--- src/rtl/serial_adder_pkg.sv ---
// Shared types and helpers for the digit-serial adder/subtractor.
package serial_adder_pkg;

  typedef enum logic [1:0] {
    ST_IDLE = 2'd0,
    ST_RUN  = 2'd1,
    ST_DONE = 2'd2
  } state_e;

  // Step counter width; a single-step operation still needs a 1-bit counter.
  function automatic int cnt_w(input int n);
    return (n <= 1) ? 1 : $clog2(n);
  endfunction

endpackage

--- src/rtl/digit_adder.sv ---
// DIGIT-wide ripple slice of full adder cells; c_msb exposes the carry into the top bit.
module digit_adder #(
  parameter int DIGIT = 1
) (
  input  logic [DIGIT-1:0] x,
  input  logic [DIGIT-1:0] y,
  input  logic             ci,
  output logic [DIGIT-1:0] s,
  output logic             co,
  output logic             c_msb
);

  logic [DIGIT:0] c;

  assign c[0] = ci;

  for (genvar i = 0; i < DIGIT; i++) begin : g_fa
    full_adder u_fa (
      .a_i (x[i]),
      .b_i (y[i]),
      .ci_i(c[i]),
      .s_o (s[i]),
      .co_o(c[i+1])
    );
  end

  assign co    = c[DIGIT];
  assign c_msb = c[DIGIT-1];

endmodule

--- src/rtl/full_adder.sv ---
// Single-bit full adder cell.
module full_adder (
  input  logic a_i,
  input  logic b_i,
  input  logic ci_i,
  output logic s_o,
  output logic co_o
);

  assign s_o  = a_i ^ b_i ^ ci_i;
  assign co_o = (a_i & b_i) | (ci_i & (a_i ^ b_i));

endmodule

--- src/rtl/serial_adder.sv ---
// Digit-serial adder/subtractor: DIGIT bits per cycle, LSD first, with start/done handshake
// and signed-overflow flag.
module serial_adder
  import serial_adder_pkg::*;
#(
  parameter int WIDTH = 8,
  parameter int DIGIT = 1
) (
  input  logic             clk,
  input  logic             rst_n,
  input  logic             start,
  input  logic             sub,
  input  logic [WIDTH-1:0] a,
  input  logic [WIDTH-1:0] b,
  input  logic             cin,
  output logic             busy,
  output logic             done,
  output logic [WIDTH-1:0] sum,
  output logic             cout,
  output logic             overflow
);

  localparam int STEPS = WIDTH / DIGIT;
  localparam int CW    = cnt_w(STEPS);

  if (WIDTH < 1 || DIGIT < 1 || (WIDTH % DIGIT) != 0) begin : g_param_chk
    $error("serial_adder: DIGIT must be >=1 and divide WIDTH exactly");
  end

  state_e           state_q, state_d;
  logic [WIDTH-1:0] a_q, a_d, b_q, b_d, r_q, r_d, sum_q, sum_d;
  logic [CW-1:0]    cnt_q, cnt_d;
  logic             carry_q, carry_d, cout_q, cout_d, ovf_q, ovf_d;

  logic [DIGIT-1:0] dsum;
  logic             dco, dcm;
  logic             ready, last;

  digit_adder #(.DIGIT(DIGIT)) u_digit (
    .x    (a_q[DIGIT-1:0]),
    .y    (b_q[DIGIT-1:0]),
    .ci   (carry_q),
    .s    (dsum),
    .co   (dco),
    .c_msb(dcm)
  );

  assign ready = (state_q == ST_IDLE) || (state_q == ST_DONE);
  assign last  = (cnt_q == CW'(STEPS - 1));

  always_comb begin
    state_d = state_q;
    a_d     = a_q;
    b_d     = b_q;
    r_d     = r_q;
    cnt_d   = cnt_q;
    carry_d = carry_q;
    sum_d   = sum_q;
    cout_d  = cout_q;
    ovf_d   = ovf_q;
    case (state_q)
      ST_RUN: begin
        a_d     = a_q >> DIGIT;
        b_d     = b_q >> DIGIT;
        // New digit enters from the top so the LSD lands at bit 0 after STEPS shifts.
        r_d     = (r_q >> DIGIT) | (WIDTH'(dsum) << (WIDTH - DIGIT));
        carry_d = dco;
        cnt_d   = cnt_q + CW'(1);
        if (last) begin
          sum_d   = r_d;
          cout_d  = dco;
          ovf_d   = dcm ^ dco;
          state_d = ST_DONE;
        end
      end
      default: begin
        if (ready && start) begin
          a_d     = a;
          b_d     = b ^ {WIDTH{sub}};
          carry_d = sub | cin;
          cnt_d   = '0;
          state_d = ST_RUN;
        end else begin
          state_d = ST_IDLE;
        end
      end
    endcase
  end

  always_ff @(posedge clk or negedge rst_n) begin
    if (!rst_n) begin
      state_q <= ST_IDLE;
      a_q     <= '0;
      b_q     <= '0;
      r_q     <= '0;
      cnt_q   <= '0;
      carry_q <= 1'b0;
      sum_q   <= '0;
      cout_q  <= 1'b0;
      ovf_q   <= 1'b0;
    end else begin
      state_q <= state_d;
      a_q     <= a_d;
      b_q     <= b_d;
      r_q     <= r_d;
      cnt_q   <= cnt_d;
      carry_q <= carry_d;
      sum_q   <= sum_d;
      cout_q  <= cout_d;
      ovf_q   <= ovf_d;
    end
  end

  assign busy     = (state_q == ST_RUN);
  assign done     = (state_q == ST_DONE);
  assign sum      = sum_q;
  assign cout     = cout_q;
  assign overflow = ovf_q;

endmodule

--- config.mk ---
export PLATFORM = sky130hd
export DESIGN_NAME = serial_adder
export DESIGN_NICKNAME = d
export VERILOG_FILES = /design/src/rtl/serial_adder_pkg.sv /design/src/rtl/digit_adder.sv /design/src/rtl/full_adder.sv /design/src/rtl/serial_adder.sv
export SDC_FILE = /design/constraint.sdc
export NUM_CORES = 1
export LEC_CHECK = 0
export ABC_CLOCK_PERIOD_IN_PS = 4600
export CAP_MARGIN = 0
export CORE_MARGIN = 3
export CORE_UTILIZATION = 45
export CTS_CLUSTER_DIAMETER = 50
export DETAILED_ROUTE_END_ITERATION = 10
export DONT_BUFFER_PORTS = 1
export SLEW_MARGIN = 5
export SYNTH_ARGS = -nofsm -noshare
export SYNTH_HDL_FRONTEND = slang
export SYNTH_SLANG_ARGS = --single-unit
--- constraint.sdc ---
create_clock -name clk -period 4.6 [get_ports clk]
set_input_delay 0.69 -clock clk [delete_from_list [all_inputs] [get_ports clk]]
set_output_delay 0.69 -clock clk [all_outputs]
set_load 0.05 [all_outputs]
==> run_results.csv, run 1 <==
group,metric,value,unit
status,outcome,"completed",
worst_setup_path,critical-path-max-stage-delay,0.79,ns
worst_setup_path,worst_r2r_endpoint,"b_q[6]$_DFFE_PN0P_",
route,vias,930,
timing,finalWorstPathRequiredPeriod,2.16,ns
timing,slew_viol_final,0,
synth,synth_top_area_cell,"dfrtp_1",
clocking,cts_root_buf,"clkbuf_8",
power,power.total,1400,uW
synth,syn-mean-instance-area,13.8,um2
worst_setup_path,regToRegStartpoint,"state_q[0]$_DFFE_PN0P_",
clocking,cts.hold.buffers_added,0,
timing,worst_hold_slack,0.0937,ns
clocking,cts.sinks,39,
layout,antenna_cells,0,
worst_setup_path,timing.critical_path.depth,1,
timing,unrepaired_setup_endpoints_after_global_routing,"no",
worst_setup_path,worst_setup_path_start_kind,"flop",
global_routing,grt_use_total,13.8,%
worst_setup_path,r2r.worst_path.cells,3,
die,core_area,3470,um2
synth,synthesis.area,1680,um2
timing,totalNegativeSetupSlack,0,ns
layout,final_core_utilization,50.6,%
synth,ys_top_cells_by_area,"dfrtp_1, mux2_2, a22o_1",
route,drc,0,
synth,post_synth_num_cell_types,23,
worst_setup_path,critical_path.max_fanout,27,
worst_setup_path,timing_worst_setup_path_type,"flop to output pin",
global_routing,antenna_found_initial,0,
synth,synth-warning-count,0,
route,drt_pass1_iterations,4,
global_routing,grt_pass1_vias,988,
route,postRouteAntennaNets,0,
timing,hold_viol,0,
worst_setup_path,cp-end-kind,"output pin",
worst_hold_path,kind_of_path_behind_the_tightest_hold_check,"input port to asynchronous set/reset pin",
worst_setup_path,critical-path-top-delay-family,"simple AND/OR/NAND/NOR gates",
timing,fin_skew,0.00563,ns
global_routing,grt_pass1_wl,4580,um
power,power_per_cell_area,795,nW/um2
synth,synth-edff-count,0,
die,die_height,67.1,um
worst_setup_path,critPathRequiredTime,3.91,ns
run,cap_violations,0,
synth,synth.top_cell.area_share,58.2,%
layout,finalNetCount,144,
clocking,resized_after_cts,0,
placed_design,placement.io_buffers,0,
synth,share_of_flip_flops_with_an_asynchronous_set_or_reset_after_synthesis,100,%
synth,postSynthCellCount,122,
die,chipWidth,67.1,um
synth,ys_ff_latch,39,
clocking,clk_pin_slew,0.07,ns
die,num_rows,21,
synth,synth.net_count,146,
global_routing,grt_start_max_net_pins,40,
synth,synth_most_common_cell,"dfrtp_1",
route,route.detailed.wl_per_inst,15.8,um
layout,drive_gt1_share,20.7,%
global_routing,grt-ovfl-total,0,
route,detailedRoute.firstIterationViolations,46,
route,routed_wl,2630,um
worst_setup_path,worst_ep_arrival_time,1.47,ns
timing,fmax,463,MHz
clocking,cts_tree,"yes",
placed_design,finalWeightedCongestion,0.706,
die,num_io_pins,33,
layout,layout-area-overhead-vs-synth,4.70,%
clocking,numCtsBuffers,5,
synth,ys_seq_area_share,58.2,%
worst_setup_path,timing.critical_path.slowest_stage_cell,"nor2b_4",
power,static-leakage-power,0.000826,uW
timing,transition_time_of_the_tightest_slew_check_pin,0.924,ns
worst_setup_path,cp_cell_sequence,"nor2b_4",
clocking,clock_path_buffers,2,
worst_setup_path,crit_buf_inv,0,
worst_setup_path,worst-r2r-setup-slack,2.55,ns
timing,final-setup-viol-count,0,
timing,layout_worst_path_cycle_share,47.0,%
clocking,post-cts-setup-buffers,0,
synth,post_synth_most_frequent_cells,"dfrtp_1, mux2_2, a22o_1, nor2_1",
route,detail_route.vias_per_cell,5.57,
synth,yosys_most_used_dff,"dfrtp_1",
die,die_area,4500,um2
clocking,htreeDepth,2,
placed_design,dpl.hpwl,1820,um
power,worst_ir_drop_vdd,357,uV
die,initial_core_util,48.4,%
clocking,worst_skew_pair.late_latency,0.28,ns
timing,timing.slew.headroom,38.3,%
[state kept, by name (all words and copies together) (netlist names), 2 cells and up]
| signal | cells |
|---|---|
| r_q | 7 |
| b_q | 8 |
| state_q | 2 |
| a_q | 8 |
| sum | 8 |
| cnt_q | 3 |
[metrics by stage]
step           area (um2)  setup slack [ns]  cells
3_3_place_gp         1680              2.48    159
3_5_place_dp         1680              2.45    159
4_1_cts              1760              2.41    167
5_1_grt              1760              2.34    167
6_report             1760              2.44    167
2_1_floorplan        1680              2.96    122
[logic make-up (layout without fill, tap and decap cells)]
kind of cell               after synthesis  in the layout  synth area share, %
buffers and inverters                   10              9                 4.10
DFF                                     39             39                 58.2
adders and majority gates                3              3                 2.68
and+or+nand+nor                         17             17                 5.00
xor gates and xnor gates                 9              9                 4.70
muxes                                   17             17                 11.4
AOI/OAI and AO/OA                       27             27                 13.9
[how the worst max path moves through the flow]
stage | slack (ns) | start | to
2_1_floorplan | 2.96 | state_q[0]$_DFFE_PN0P_ | busy
4_1_cts | 2.41 | state_q[0]$_DFFE_PN0P_ | busy
6_report | 2.44 | state_q[0]$_DFFE_PN0P_ | busy
3_3_place_gp | 2.48 | start | carry_q$_DFFE_PN0P_
5_1_grt | 2.34 | state_q[0]$_DFFE_PN0P_ | busy
3_5_place_dp | 2.45 | start | b_q[6]$_DFFE_PN0P_
[layout by cell type (no fill, tap or decap), drive strengths merged]
cell type	synthesis	layout
a21o	7	7
dfrtp	39	39
and2b	1	1
a221o	8	8
nand2b	1	1
nand2	1	1
ha	2	2
nand3b	1	1
fa	1	1
xnor2	8	8
a22o	11	11
nor2b	2	2
nor2	11	11
inv	1	1
o21ai	1	1
clkinv	0	1
clkbuf	0	7
mux2	17	17
xor2	1	1
[where the power goes]
part	leakage, uW	total (uW)	switching (uW)	internal [uW]
Combinational	0.000301	430	191	239
Clock	0.0000422	213	107	106
Sequential	0.000482	754	251	503
Total	0.000826	1400	549	848
[routing by layer]
| metal | global-route usage, % | vias to the layer above | part of all wire [%] |
|---|---|---|---|
| li1 | - | 431 | - |
| met5 | 0 | - | 0 |
| met1 | 17.6 | 455 | 45 |
| met3 | 5.73 | 5 | 8.8 |
| met2 | 20.6 | 39 | 44 |
| met4 | 5.32 | 0 | 1.6 |
[layout make-up]
type | instances | area (um2)
Clock buffer | 7 | 76.3
Clock inverter | 1 | 5.00
Fill cell | 318 | 1710
Inverter | 1 | 3.75
Multi-Input combinational cell | 73 | 638
Sequential cell | 39 | 976
Tap cell | 46 | 57.6
Note: power is estimated with default switching activity, not from simulation.
==> run 2: changes to the inputs <==
--- a/config.mk
+++ b/config.mk
@@ -5,7 +5,7 @@
 export SDC_FILE = /design/constraint.sdc
 export NUM_CORES = 1
 export LEC_CHECK = 0
-export ABC_CLOCK_PERIOD_IN_PS = 4600
+export ABC_CLOCK_PERIOD_IN_PS = 2100
 export CAP_MARGIN = 0
 export CORE_MARGIN = 3
 export CORE_UTILIZATION = 45
==> constraint.sdc (replaced) <==
create_clock -name clk -period 2.1 [get_ports clk]
set_input_delay 0.315 -clock clk [delete_from_list [all_inputs] [get_ports clk]]
set_output_delay 0.315 -clock clk [all_outputs]
set_load 0.05 [all_outputs]
==> run 2 against run 1 <==
  * Hold slack improved by 0.093 ns
  * First-iteration DRC count decreased by 11%
  * Power increased by 130%
  * Critical path depth increased by 3
  * Routed wire length increased by 9.4%
  * Clock-buffer cell count decreased by 2
  * Die area unchanged
  * Register-to-register slack got worse by 2.1 ns
  * Final cell count increased by 3.0%
  * Global-route usage increased by 1.6 points
==> run_results.csv, run 2 (same netlist as run 1, synthesis figures left out) <==
group,metric,value,unit
worst_hold_path,kind_of_path_behind_the_tightest_hold_check,"input port to flop",
timing,slew_viol_final,0,
placed_design,dpl.hpwl,1880,um
layout,layout.cells.most_common,"dfrtp_1",
status,outcome,"completed",
die,num_io_pins,33,
clocking,post-cts-setup-buffers,0,
worst_setup_path,timing_worst_setup_path_type,"flop to flop",
global_routing,grt_pass1_wl,4950,um
route,detailedRoute.firstIterationViolations,41,
placed_design,placement.io_buffers,0,
timing,layout_worst_path_cycle_share,78.3,%
placed_design,finalWeightedCongestion,0.706,
route,drt_pass1_iterations,4,
global_routing,grt_start_max_net_pins,40,
timing,final-setup-viol-count,0,
route,route.detailed.wl_per_inst,16.8,um
global_routing,grt_use_total,15.3,%
power,power_per_cell_area,1740,nW/um2
clocking,clk_pin_slew,0.07,ns
worst_setup_path,critical-path-max-stage-delay,0.40,ns
route,routed_wl,2880,um
global_routing,antenna_found_initial,0,
clocking,worst_skew_pair.late_latency,0.28,ns
power,static-leakage-power,0.000859,uW
die,initial_core_util,48.4,%
route,vias,957,
die,chipWidth,67.1,um
worst_setup_path,worstSetupStartpoint,"cnt_q[0]$_DFFE_PN0P_",
worst_setup_path,cp-end-kind,"flop",
worst_hold_path,worstHoldStart,"a[7]",
worst_setup_path,r2r.worst_path.cells,4,
clocking,cts_root_buf,"clkbuf_8",
worst_hold_path,worst_hold_path.num_cells,1,
run,cap_violations,0,
layout,layout.cells.most_common_list,"dfrtp_1, mux2_2, a22o_1",
route,postRouteAntennaNets,0,
timing,unrepaired_setup_endpoints_after_global_routing,"no",
timing,hold_viol,0,
clocking,clock_path_buffers,2,
die,num_rows,21,
route,drc,0,
timing,totalNegativeSetupSlack,0,ns
worst_setup_path,critPathRequiredTime,2.27,ns
clocking,htreeDepth,2,
die,die_area,4500,um2
worst_setup_path,worst_ep_arrival_time,1.81,ns
worst_setup_path,critical_path.max_fanout,10,
die,core_area,3470,um2
layout,num-fill-cells,319,
layout,finalNetCount,149,
global_routing,grt-ovfl-total,0,
timing,finalWorstPathRequiredPeriod,1.64,ns
power,worst_ir_drop_vdd,843,uV
worst_setup_path,timing.critical_path.slowest_stage_cell,"dfrtp_1",
clocking,cts.sinks,39,
timing,worst_hold_slack,0.187,ns
global_routing,grt_pass1_vias,1054,
worst_setup_path,critical_path.most_common_cell,"ha_1",
layout,final_core_utilization,52.2,%
layout,drive_gt1_share,24.6,%
timing,timing.slew.headroom,46.0,%
timing,fin_skew,0.00412,ns
clocking,numCtsBuffers,5,
route,detail_route.vias_per_cell,5.56,
layout,antenna_cells,0,
die,die_height,67.1,um
timing,fmax,608,MHz
worst_setup_path,cp_cell_sequence,"ha_1 > ha_1 > nand3b_1 > mux2_2",
worst_setup_path,worst_setup_path_start_kind,"flop",
clocking,cts_tree,"yes",
timing,transition_time_of_the_tightest_slew_check_pin,0.809,ns
layout,layout-area-overhead-vs-synth,7.98,%
worst_setup_path,regToRegStartpoint,"cnt_q[0]$_DFFE_PN0P_",
-- run 2: cell types whose count changed in the layout (fill, tap and decap cells not counted) --
cell,change
clkinv_2,+2
dlygate4sd3_1,+1
clkbuf_1,-2
buf_12,+1
buf_4,+3
-- run 2: area by class of cell --
type                       count  area (um2)  area share, %
clock buffer                   5        68.8           3.80
clock inverter                 3        15.0          0.829
inverter                       1        3.75          0.207
multi-input combinational     73         638           35.2
sequential                    39         976           53.9
tap                           46        57.6           3.18
timing repair buffer           5        52.6           2.90
-- run 2: layer usage --
| layer | vias to the layer above | global-route usage, % | share of wire [%] |
|---|---|---|---|
| li1 | 435 | - | - |
| met1 | 486 | 18.3 | 43 |
| met2 | 34 | 24.4 | 50 |
| met3 | 2 | 5.23 | 6.4 |
| met4 | 0 | 7.59 | 0.97 |
| met5 | - | 0 | 0 |
-- run 2: path summary, 6_finish.rpt --
kind                                 endpoint  slack, ns
max                        sum[4]$_DFFE_PN0P_       0.46
min                        a_q[7]$_DFFE_PN0P_       0.19
max reg2reg                sum[4]$_DFFE_PN0P_       0.46
min reg2reg                a_q[2]$_DFFE_PN0P_       0.48
max in group asynchronous  b_q[4]$_DFFE_PN0P_       1.42
min in group asynchronous  r_q[5]$_DFFE_PN0P_       0.50
-- run 2: metrics by stage --
| stage | instance area, um2 | setup slack [ns] | instances | total power, uW |
|---|---|---|---|---|
| after floorplan | 1680 | 0.593 | 122 | 2530 |
| after global placement | 1700 | 0.503 | 162 | 2630 |
| after detailed placement | 1700 | 0.465 | 162 | 2680 |
| after CTS | 1810 | 0.458 | 172 | 3190 |
| after global routing | 1810 | 0.371 | 172 | 3370 |
| final | 1810 | 0.457 | 172 | 3140 |
-- run 2: where the power goes --
group | leakage (uW) | switching (uW) | internal [uW]
combinational | 0.000329 | 463 | 554
sequential | 0.000482 | 560 | 1100
clock | 0.0000477 | 240 | 227
total | 0.000859 | 1260 | 1880
-- run 2: critical path, delay by kind of cell (launching register included) --
kind                       cells  cell delay [ns]
adders and majority gates      2             0.37
DFF                            1             0.40
and+or+nand+nor                1             0.36
muxes                          1             0.40
-- run 2: timing repair --
item	4_1_cts	5_1_grt
hold buffers	2	0
gates resized for setup	0	0
setup endpoints to repair	0	0
endpoints found under the hold margin	39	0
==> run 3: changes to the inputs <==
--- a/config.mk
+++ b/config.mk
@@ -5,7 +5,7 @@
 export SDC_FILE = /design/constraint.sdc
 export NUM_CORES = 1
 export LEC_CHECK = 0
-export ABC_CLOCK_PERIOD_IN_PS = 2100
+export ABC_CLOCK_PERIOD_IN_PS = 1400
 export CAP_MARGIN = 0
 export CORE_MARGIN = 3
 export CORE_UTILIZATION = 45
==> constraint.sdc (replaced) <==
create_clock -name clk -period 1.4 [get_ports clk]
set_input_delay 0.21 -clock clk [delete_from_list [all_inputs] [get_ports clk]]
set_output_delay 0.21 -clock clk [all_outputs]
set_load 0.05 [all_outputs]
==> run 3 against run 2 <==
  * The run now ends with setup timing left
  * Hold slack got worse by 0.13 ns
  * Global-route usage rose by 0.29 points
  * Clock power rose by 72%
  * Critical path type unchanged
==> run_results.csv, run 3 (same netlist as run 1, synthesis figures left out) <==
group,metric,value,unit
status,outcome,"finished, violations left",
status,violations,"setup timing",
placed_design,placement.io_buffers,0,
timing,finalWorstPathRequiredPeriod,1.46,ns
worst_setup_path,critical_path.max_fanout,6,
worst_hold_path,kind_of_path_behind_the_tightest_hold_check,"input port to flop",
route,postRouteAntennaNets,0,
die,core_area,3470,um2
power,internal_power,3460,uW
timing,layout_worst_path_cycle_share,104,%
route,dr_wl_met2,1480,um
power,power_per_cell_area,2640,nW/um2
worst_setup_path,critPathRequiredTime,1.57,ns
global_routing,grt_pass1_vias,1112,
route,m1WireLength,1330,um
layout,antenna_cells,0,
timing,timing.slew.headroom,68.3,%
die,initial_core_util,48.4,%
route,drc,0,
worst_setup_path,regToRegStartpoint,"cnt_q[1]$_DFFE_PN0P_",
placed_design,dpl.hpwl,2060,um
timing,totalNegativeSetupSlack,-0.425,ns
route,top_layer_used,"met4",
timing,fmax,686,MHz
worst_setup_path,worst_ep_arrival_time,1.62,ns
power,static-leakage-power,0.00102,uW
global_routing,grt_start_max_net_pins,40,
clocking,clock_path_buffers,2,
power,part_of_the_power_in_combinational_logic,48.0,%
timing,transition_time_of_the_tightest_slew_check_pin,0.475,ns
layout,layout.cells.most_common,"dfrtp_1",
placed_design,finalWeightedCongestion,0.739,
layout,finalInstanceArea,2080,um2
worst_setup_path,r2r.worst_path.cells,5,
timing,worst_slack,-0.0573,ns
route,route.detailed.wl_per_inst,15.4,um
worst_hold_path,worst_hold_path.num_cells,1,
clocking,htreeDepth,2,
worst_setup_path,worst_setup_path_start_kind,"flop",
run,cap_violations,0,
global_routing,antenna_found_initial,0,
timing,final-setup-viol-count,12,
timing,fin_skew,0.00421,ns
layout,layout-area-overhead-vs-synth,23.7,%
power,worst_ir_drop_vdd,1480,uV
global_routing,grt-ovfl-total,0,
clocking,worst_skew_pair.late_latency,0.28,ns
clocking,cts.sinks,39,
power,p_sw_share,36.7,%
route,routed_wl,3010,um
timing,slew_viol_final,0,
placed_design,placement_stage_cell_area,1850,um2
timing,unrepaired_setup_endpoints_after_global_routing,"yes",
route,met3_length,167,um
power,pwr-share-seq,37.3,%
timing,hold_viol,0,
die,chipWidth,67.1,um
worst_setup_path,timing_worst_setup_path_type,"flop to flop",
clocking,cts_root_buf,"clkbuf_8",
layout,layout.cells.most_common_list,"dfrtp_1, buf_4, a22o_1",
layout,finalNetCount,172,
die,num_io_pins,33,
clocking,cts_tree,"yes",
power,p_switching,2010,uW
die,die_height,67.1,um
worst_hold_path,worstHoldEndpoint,"a_q[7]$_DFFE_PN0P_",
route,vias,1029,
route,drt_pass1_iterations,3,
global_routing,grt_use_total,15.6,%
layout,drive_gt1_share,37.6,%
worst_hold_path,worstHoldStart,"a[7]",
clocking,clk_pin_slew,0.07,ns
global_routing,grt_pass1_wl,5180,um
die,num_rows,21,
worst_setup_path,worst-r2r-setup-slack,-0.06,ns
worst_setup_path,cp-end-kind,"flop",
clocking,numCtsBuffers,5,
layout,num-fill-cells,316,
power,pwr-share-clk,14.7,%
route,detailedRoute.firstIterationViolations,40,
die,die_area,4500,um2
worst_setup_path,worst_r2r_endpoint,"sum[5]$_DFFE_PN0P_",
route,detail_route.vias_per_cell,5.28,
-- run 3: cell types whose count changed in the layout (fill, tap and decap cells not counted), moves of 2 or more --
cell and change:
buf_4 +17, buf_6 +5, clkbuf_8 +2, clkinv_2 -3, ha_1 -2, mux2_2 -9, mux2_4 +9
-- run 3: final cells by class --
class                      count  area [um2]  share of cell area [%]
timing repair buffer          28         251                    12.1
tap                           46        57.6                    2.77
multi-input combinational     73         687                    33.1
clock buffer                   8         100                    4.82
inverter                       1        3.75                   0.181
sequential                    39         976                    47.0
-- run 3: worst max-delay path by stage --
stage / from / cells after the start / to
final: cnt_q[1]$_DFFE_PN0P_ / 5 / sum[5]$_DFFE_PN0P_
after CTS: cnt_q[0]$_DFFE_PN0P_ / 5 / sum[5]$_DFFE_PN0P_
after floorplan: cnt_q[1]$_DFFE_PN0P_ / 5 / cout$_DFFE_PN0P_
after detailed placement: cnt_q[1]$_DFFE_PN0P_ / 5 / sum[5]$_DFFE_PN0P_
after global placement: cnt_q[1]$_DFFE_PN0P_ / 5 / sum[4]$_DFFE_PN0P_
after global routing: cnt_q[1]$_DFFE_PN0P_ / 5 / sum[5]$_DFFE_PN0P_
-- run 3: metal layers --
layer / GRT usage [%] / vias up
met2: 23.8 / 26
met1: 20.6 / 515
met4: 3.80 / 0
met5: 0 / -
li1: - / 484
met3: 6.41 / 4
-- run 3: worst max-delay path, stage by stage (launching register included) --
cell and delay [ns]:
dfrtp_1 0.38, ha_2 0.20, ha_4 0.15, nand3b_1 0.14
buf_6 0.16, mux2_4 0.30
-- run 3: stage by stage --
| step | std cells | worst slack, ns | util, % | hold slack [ns] | total power, uW |
|---|---|---|---|---|---|
| finish | 195 | -0.0573 | 59.8 | 0.0591 | 5470 |
| global route | 195 | -0.115 | 59.8 | 0.0520 | 5830 |
| global placement | 182 | -0.0121 | 53.4 | -0.0843 | 4340 |
| CTS | 194 | -0.0312 | 58.9 | 0.0504 | 5450 |
| floorplan | 122 | -0.0215 | - | -0.0856 | 3800 |
| detailed placement | 182 | -0.0438 | 53.4 | -0.0845 | 4410 |
-- run 3: timing repair --
item,CTS,global route
setup endpoints to repair,15,33
pin swaps,2,4
endpoints found under the hold margin,39,0
cloned,0,0
hold buffers,2,0
gates resized for setup,15,5
buffers inserted,2,1
-- run 3: power groups by stage --
stage	clock, uW	sequential [uW]	combinational, uW
after CTS	835	2040	2580
after global placement	0	2020	2330
after global routing	893	2110	2830
after detailed placement	0	2050	2370
after floorplan	0	2400	1400
final	803	2040	2630
